--- src/rtl/clkdiv_pkg.sv ---
`default_nettype none
// ============================================================================
// Module      : clkdiv_pkg
// Description : Shared constants and types for the multi-channel clock divider.
// Revision    : 1.0
// ============================================================================
package clkdiv_pkg;

    localparam int          C_CNT_W    = 32;
    localparam int unsigned C_DEF_HALF = 500_000;

    // Half-period value at the default counter width
    typedef logic [C_CNT_W-1:0] half_t;

endpackage : clkdiv_pkg
`default_nettype wire

--- src/rtl/clkdiv_chan.sv ---
`default_nettype none
// ============================================================================
// Module      : clkdiv_chan
// Description : One divider channel: shadow/active half-period, counter,
//               50% duty divided clock and registered rising-edge strobe.
// Revision    : 1.0
// ============================================================================
module clkdiv_chan
    import clkdiv_pkg::*;
#(
    parameter int          CNT_W    = C_CNT_W,
    parameter int unsigned DEF_HALF = C_DEF_HALF
) (
    input  logic             clk,
    input  logic             rst_n,
    input  logic             i_en,
    input  logic             i_sync,
    input  logic             i_wr_sel,
    input  logic [CNT_W-1:0] i_wr_half,
    output logic             o_divclk,
    output logic             o_tick
);

    localparam logic [CNT_W-1:0] C_DEF = CNT_W'(DEF_HALF);

    logic [CNT_W-1:0] r_shadow;
    logic [CNT_W-1:0] r_active;
    logic [CNT_W-1:0] r_cnt;
    logic             r_divclk;
    logic             r_tick;
    logic [CNT_W-1:0] w_half_m1;
    logic             w_term;

    // A programmed half-period of zero counts as one
    assign w_half_m1 = (r_active == '0) ? '0 : (r_active - CNT_W'(1));
    assign w_term    = (r_cnt == w_half_m1);

    always_ff @(posedge clk) begin
        if (!rst_n) begin
            r_shadow <= C_DEF;
            r_active <= C_DEF;
            r_cnt    <= '0;
            r_divclk <= 1'b0;
            r_tick   <= 1'b0;
        end else begin
            if (i_wr_sel) begin
                r_shadow <= i_wr_half;
            end

            // Active always takes the pre-write shadow, so a write landing on
            // a toggle only applies from the following toggle.
            if (!i_en || i_sync) begin
                r_cnt    <= '0;
                r_divclk <= 1'b0;
                r_tick   <= 1'b0;
                r_active <= r_shadow;
            end else if (w_term) begin
                r_cnt    <= '0;
                r_divclk <= ~r_divclk;
                r_tick   <= ~r_divclk;
                r_active <= r_shadow;
            end else begin
                r_cnt    <= r_cnt + CNT_W'(1);
                r_tick   <= 1'b0;
            end
        end
    end

    assign o_divclk = r_divclk;
    assign o_tick   = r_tick;

endmodule : clkdiv_chan
`default_nettype wire

--- src/rtl/multi_clkdiv.sv ---
`default_nettype none
// ============================================================================
// Module      : multi_clkdiv
// Description : N independent programmable clock dividers with per-channel
//               enable, common phase sync and a shared divisor write port.
// Revision    : 1.0
// ============================================================================
module multi_clkdiv
    import clkdiv_pkg::*;
#(
    parameter  int          N_CH     = 4,
    parameter  int          CNT_W    = C_CNT_W,
    parameter  int unsigned DEF_HALF = C_DEF_HALF,
    localparam int          CH_W     = (N_CH > 1) ? $clog2(N_CH) : 1
) (
    input  logic             clk,
    input  logic             rst_n,
    input  logic [N_CH-1:0]  en,
    input  logic             sync,
    input  logic             wr_en,
    input  logic [CH_W-1:0]  wr_ch,
    input  logic [CNT_W-1:0] wr_half,
    output logic [N_CH-1:0]  divclk,
    output logic [N_CH-1:0]  tick
);

    logic [N_CH-1:0] w_wr_sel;

    // Channel indices at or above N_CH match no decode and are dropped
    for (genvar gi = 0; gi < N_CH; gi++) begin : g_chan
        assign w_wr_sel[gi] = wr_en && (wr_ch == CH_W'(gi));

        clkdiv_chan #(
            .CNT_W    (CNT_W),
            .DEF_HALF (DEF_HALF)
        ) u_chan (
            .clk       (clk),
            .rst_n     (rst_n),
            .i_en      (en[gi]),
            .i_sync    (sync),
            .i_wr_sel  (w_wr_sel[gi]),
            .i_wr_half (wr_half),
            .o_divclk  (divclk[gi]),
            .o_tick    (tick[gi])
        );
    end : g_chan

endmodule : multi_clkdiv
`default_nettype wire

--- config.mk ---
export PLATFORM = sky130hd
export DESIGN_NAME = multi_clkdiv
export DESIGN_NICKNAME = d
export VERILOG_FILES = /design/src/rtl/clkdiv_pkg.sv /design/src/rtl/clkdiv_chan.sv /design/src/rtl/multi_clkdiv.sv
export SDC_FILE = /design/constraint.sdc
export NUM_CORES = 1
export LEC_CHECK = 0
export CAP_MARGIN = 0
export CORE_ASPECT_RATIO = 1.75
export CORE_MARGIN = 2
export CORE_UTILIZATION = 48
export CTS_BUF_LIST = sky130_fd_sc_hd__clkbuf_16
export CTS_CLUSTER_DIAMETER = 150
export DETAILED_ROUTE_END_ITERATION = 12
export PLACE_DENSITY_LB_ADDON = 0.15
export SYNTH_ARGS = -nofsm -noshare
export SYNTH_HDL_FRONTEND = slang
export SYNTH_SLANG_ARGS = --single-unit
export TNS_END_PERCENT = 50
--- constraint.sdc ---
create_clock -name clk -period 4.25 [get_ports clk]
set_input_delay 0.425 -clock clk [delete_from_list [all_inputs] [get_ports clk]]
set_output_delay 0.425 -clock clk [all_outputs]
set_load 0.005 [all_outputs]
==> results.md <==
- The per-instance average area after synthesis is ~7.7 um^2.
- The endpoint type of the worst setup path is a flop.
- The critical path contains buffers and inverters numbering 4 combined.
- The fraction of the mapped netlist area in compound gates is 0.168.
- The overall routing resource usage is 0.280.
- The remaining number of nets flagged by the antenna check after routing is 0.
- The y dimension of the die is ~300 um.
- The number of warnings reported in the yosys synthesis log is 0.
- The run finished with clean final reports.
- The first global-routing pass estimated approximately 110 mm of wire.
- The worst path meets setup with about 0.20 ns of slack.
- The register bit total from synthesis is 392.
- The final hold violation count came to 0.
- By area, the combinational part of the netlist is dominated by simple AND/OR/NAND/NOR gates.
- The most numerous cell type found on the critical path is sky130_fd_sc_hd__buf_12.
- The core box area is 47600 um^2.
- Of the total power, the clock network draws 0.441.
- The category of the critical setup timing path is flop to flop.
- Summed over all cells, the static leakage comes to 8.82 nW.
- Between clock sinks in the finished design, the worst skew comes to 0.0283 ns.
- Of the available clock period, the critical path in the final layout requires 0.953.
- Setup violations remaining at the end of the flow were counted as 0.
- Max-cap violations in this run came to 0.
- In this run the power density over the cells is between 300 and 400 nW/um^2.
- The cell type of the slowest stage on the worst timing path is sky130_fd_sc_hd__or4_4.
- After floorplanning, the core was divided into between 100 and 150 placement rows.
- The peak fanout along the critical path is 51.
- For this run, design rule violations remaining after detail routing come to 0.
- The register cell area after layout is 7850 um^2.
- Of the total power, the share spent switching nets is 0.254.
- The peak clock frequency supported by timing is 0.247 GHz.
- After clock tree synthesis, the clock-pin slew on the worst setup and hold paths is 0.06 ns.
- The maximum cell stage delay along the critical path is 0.55 ns.
- For this design, the sink count on the clock tree is 392.
- The final net count is 2996.
- In this run the tightest slew margin relative to its limit is 0.169.
- The die covers 49800 um^2.
- The filler cells instantiated in the layout total 4542.
- The clock tree synthesis step divided the H-tree into 2 levels.
- The die is about 170 um wide.
- The cell count after synthesis came out at 2976.
- The worst hold-check path type is input pin to flop.
- Entering global routing, the biggest net connects 154 pins.
- The total power consumption of the routed design is 8.20 mW.
- The final count of pins violating max slew is 0.
- The number of iterations in the first detailed-routing pass is 6.
- The simple-gate share of the synthesized area is 0.310.
- TritonCTS built the clock tree.
- The critical path goes through inv_1 -> ha_1 -> or3b_4 -> or4_4 -> nor3_4 -> a21oi_2 -> o32ai_2 -> or3b_1 -> or4_1 -> buf_12 -> nor3_4 -> buf_12 -> buf_12 -> mux2i_1.
- The final weighted congestion in routability-driven placement is 0.977.
- After detailed routing, the average wire length per cell comes to between 15 and 20 um.
- In this run the power spent charging and discharging nets is 2.08 mW.
- At the worst endpoint, the arrival time is 4.54 ns.
- In the final layout, the multi-input gates occupy 14200 um^2.
- The number of global-route vias before repair is 20.6k.
- Prior to clock tree synthesis, the placed netlist has a worst setup slack of 0.0114 ns.
- For this run the aggregate overflow at the end of global routing stands at 0.
- The kind of cell with the highest combined delay along the critical path is simple AND/OR/NAND/NOR gates.
- VDD sags by at most 0.492 mV.
- Among all flip-flop cells after synthesis, the most frequent one is sky130_fd_sc_hd__dfxtp_1.
- The later pin in the worst-skew pair is clocked with a latency of 0.57 ns.
- The effective utilization at floorplan is 0.484.
- The adder-cell share of the synthesized area is 0.00434.
- The cell-internal power is about 6 mW.
- The worst setup path is launched from a flop.
- In the routed layout, each cell is associated on average with a via count of 6.06.
- 50 I/O pins were placed.
- The area of the mapped netlist is 23000 um^2.
- Yosys mapped a number of flops with a built-in enable equal to 0.
- The number of buffers on the longest clock path is 3.
- At the worst endpoint, the required time is roughly 4.7 ns.
- Setup repair after global routing left no endpoint under its margin.
- During placement, the flow inserted port buffers numbering between 40 and 50.
- The fraction of final layout cells sized beyond drive strength 1 is 0.0716.
- The repair_antennas step left the layout with diodes totalling 0.
- The minimum clock period is 4.05 ns.
- The TritonCTS buffer count is 39.
- Of the total synthesized cell area, the portion taken by XOR and XNOR cells is 0.0898.
- The share of total power dissipated in sequential elements is 0.467.
- The total number of vias is 21.6k.
- The wire-length estimate of the detail-placed layout is 52.7 mm.
- The starting DRC count in detailed routing is 1397.
- Wires add up to roughly 70 mm.
- The slew at the pin closest to its max-slew limit is 1.25 ns.
- The share of the Yosys chip area taken by registers is 0.341.
- The number of antenna violations at the first check in global routing is 0.
- The async set-or-reset flop fraction in the synthesized netlist is 0.
- The netlist uses 87 different library cells.
- Synthesis produced a netlist with a net count of 3026.
- The part of the power in combinational logic is 0.091.
- The portion of synthesized area spent on multiplexers is 0.0384.
- The buffer cell driving the clock tree root is sky130_fd_sc_hd__clkbuf_16.
- The synthesis-to-layout area growth is 11.6%.
- The aggregate negative setup slack is 0 ns.
## worst register-to-register path: stages, from the launching register on
cell	delay (ns)
sky130_fd_sc_hd__dfxtp_1	0.37
sky130_fd_sc_hd__inv_1	0.08
sky130_fd_sc_hd__ha_1	0.18
sky130_fd_sc_hd__or3b_4	0.42
sky130_fd_sc_hd__or4_4	0.55
sky130_fd_sc_hd__nor3_4	0.24
sky130_fd_sc_hd__a21oi_2	0.06
sky130_fd_sc_hd__o32ai_2	0.24
sky130_fd_sc_hd__or3b_1	0.37
sky130_fd_sc_hd__or4_1	0.53
sky130_fd_sc_hd__buf_12	0.21
sky130_fd_sc_hd__nor3_4	0.25
sky130_fd_sc_hd__buf_12	0.15
sky130_fd_sc_hd__buf_12	0.13
sky130_fd_sc_hd__mux2i_1	0.19
## power by group through the flow
stage / Clock (mW) / Combinational, mW / Sequential (mW)
finish: 3.62 / 0.750 / 3.83
global route: 3.84 / 0.812 / 3.84
CTS: 3.70 / 0.744 / 3.83
detailed placement: 0 / 0.741 / 3.91
global placement: 0 / 0.727 / 3.91
floorplan: 0 / 0.470 / 3.88
## final timing paths
check                                                   from                             to  slack (ns)  depth (start not counted)
worst max-delay path            g_chan[0].u_chan.r_active[0]      g_chan[0].u_chan.o_divclk        0.20                         14
worst min-delay path                                   rst_n  g_chan[0].u_chan.r_shadow[28]        0.39                          2
worst max register to register  g_chan[0].u_chan.r_active[0]      g_chan[0].u_chan.o_divclk        0.20                         14
worst min register to register  g_chan[3].u_chan.r_shadow[3]   g_chan[3].u_chan.r_active[3]        0.45                          2
## Yosys cell counts, types with 8 or more instances
cell / count / area [um^2]
sky130_fd_sc_hd__clkbuf_1: 192 / 721
sky130_fd_sc_hd__nand3_1: 99 / 495
sky130_fd_sc_hd__nor2_1: 241 / 905
sky130_fd_sc_hd__a21boi_0: 108 / 811
sky130_fd_sc_hd__or3_1: 44 / 275
sky130_fd_sc_hd__and4_1: 16 / 140
sky130_fd_sc_hd__a21oi_1: 61 / 305
sky130_fd_sc_hd__o211ai_1: 65 / 488
sky130_fd_sc_hd__dfxtp_1: 392 / 7850
sky130_fd_sc_hd__or2_2: 12 / 75.1
sky130_fd_sc_hd__nand3b_1: 8 / 60.1
sky130_fd_sc_hd__buf_2: 17 / 85.1
sky130_fd_sc_hd__nor3b_1: 11 / 82.6
sky130_fd_sc_hd__and2_1: 11 / 68.8
sky130_fd_sc_hd__nor3_1: 97 / 485
sky130_fd_sc_hd__nand4_1: 48 / 300
sky130_fd_sc_hd__or4_1: 64 / 480
sky130_fd_sc_hd__mux2i_1: 76 / 761
sky130_fd_sc_hd__buf_4: 8 / 60.1
sky130_fd_sc_hd__a31oi_1: 9 / 56.3
sky130_fd_sc_hd__nor2b_1: 25 / 156
sky130_fd_sc_hd__nor4_1: 79 / 494
sky130_fd_sc_hd__ha_1: 8 / 100
sky130_fd_sc_hd__mux2_2: 9 / 101
sky130_fd_sc_hd__inv_1: 55 / 206
sky130_fd_sc_hd__xnor2_1: 112 / 981
sky130_fd_sc_hd__xor2_1: 106 / 928
sky130_fd_sc_hd__o21a_1: 10 / 75.1
sky130_fd_sc_hd__o311ai_0: 35 / 307
sky130_fd_sc_hd__nand2_1: 549 / 2060
sky130_fd_sc_hd__o2111ai_1: 31 / 272
sky130_fd_sc_hd__and3_1: 96 / 601
sky130_fd_sc_hd__a211oi_1: 20 / 150
sky130_fd_sc_hd__nand2b_1: 15 / 93.8
sky130_fd_sc_hd__o21ai_0: 68 / 340
sky130_fd_sc_hd__o31a_1: 8 / 70.1
sky130_fd_sc_hd__o31ai_1: 25 / 188
sky130_fd_sc_hd__nand4b_1: 8 / 70.1
## per-layer routing
| layer | vias to the layer above | GRT usage | part of all wire |
|---|---|---|---|
| li1 | 10600 | - | - |
| met2 | 541 | 0.507 | 0.50 |
| met1 | 10300 | 0.314 | 0.39 |
| met5 | - | 0 | 0 |
| met3 | 210 | 0.0260 | 0.033 |
| met4 | 0 | 0.169 | 0.069 |
## registers in the layout, indices dropped and copies added (netlist names)
| name | flops |
|---|---|
| g_chan.u_chan.r_shadow | 128 |
| g_chan.u_chan.r_active | 128 |
| g_chan.u_chan.o_tick | 4 |
| g_chan.u_chan.r_cnt | 128 |
| g_chan.u_chan.o_divclk | 4 |
## layout make-up
type	instances	area share
sequential	392	0.305
inverter	55	0.00803
clock inverter	30	0.0122
tap	594	0.0289
timing repair buffer	154	0.0566
multi-input combinational	2304	0.550
clock buffer	40	0.0389
## layout by cell type (no fill, tap or decap), types with 65 or more instances in the layout
cell type and instances:
sky130_fd_sc_hd__nor4_1 78, sky130_fd_sc_hd__buf_4 92, sky130_fd_sc_hd__o211ai_1 65, sky130_fd_sc_hd__a21boi_0 108, sky130_fd_sc_hd__dfxtp_1 392, sky130_fd_sc_hd__nor2_1 240
sky130_fd_sc_hd__nor3_1 96, sky130_fd_sc_hd__o21ai_0 68, sky130_fd_sc_hd__nand2_1 549, sky130_fd_sc_hd__nand3_1 99, sky130_fd_sc_hd__xnor2_1 112, sky130_fd_sc_hd__mux2i_1 76
sky130_fd_sc_hd__xor2_1 106, sky130_fd_sc_hd__and3_1 96
## per-stage QoR
| stage | instances | utilization | area (um^2) | hold WS (ns) |
|---|---|---|---|---|
| floorplan | 2976 | - | 23000 | 0.430 |
| global placement | 3496 | 0.511 | 24300 | 0.443 |
| detailed placement | 3496 | 0.511 | 24300 | 0.447 |
| CTS | 3566 | 0.538 | 25600 | 0.378 |
| global route | 3569 | 0.540 | 25700 | 0.449 |
| finish | 3569 | 0.540 | 25700 | 0.391 |
## cells by family after synthesis
group	count (synthesis)
AND/OR/NAND/NOR	1454
AO/OA/AOI/OAI	530
flip-flops	392
buffers and inverters	280
XOR/XNOR	225
multiplexers	87
adder cells (fa/ha/maj)	8
## repair_timing
action                     CTS  global route
hold buffers                 0             0
setup endpoints to repair    2            60
gates cloned                 0             2
setup buffers                0             1
resized for setup            1             5
pin swaps                    0             2
(Power assumes the default switching activity.)
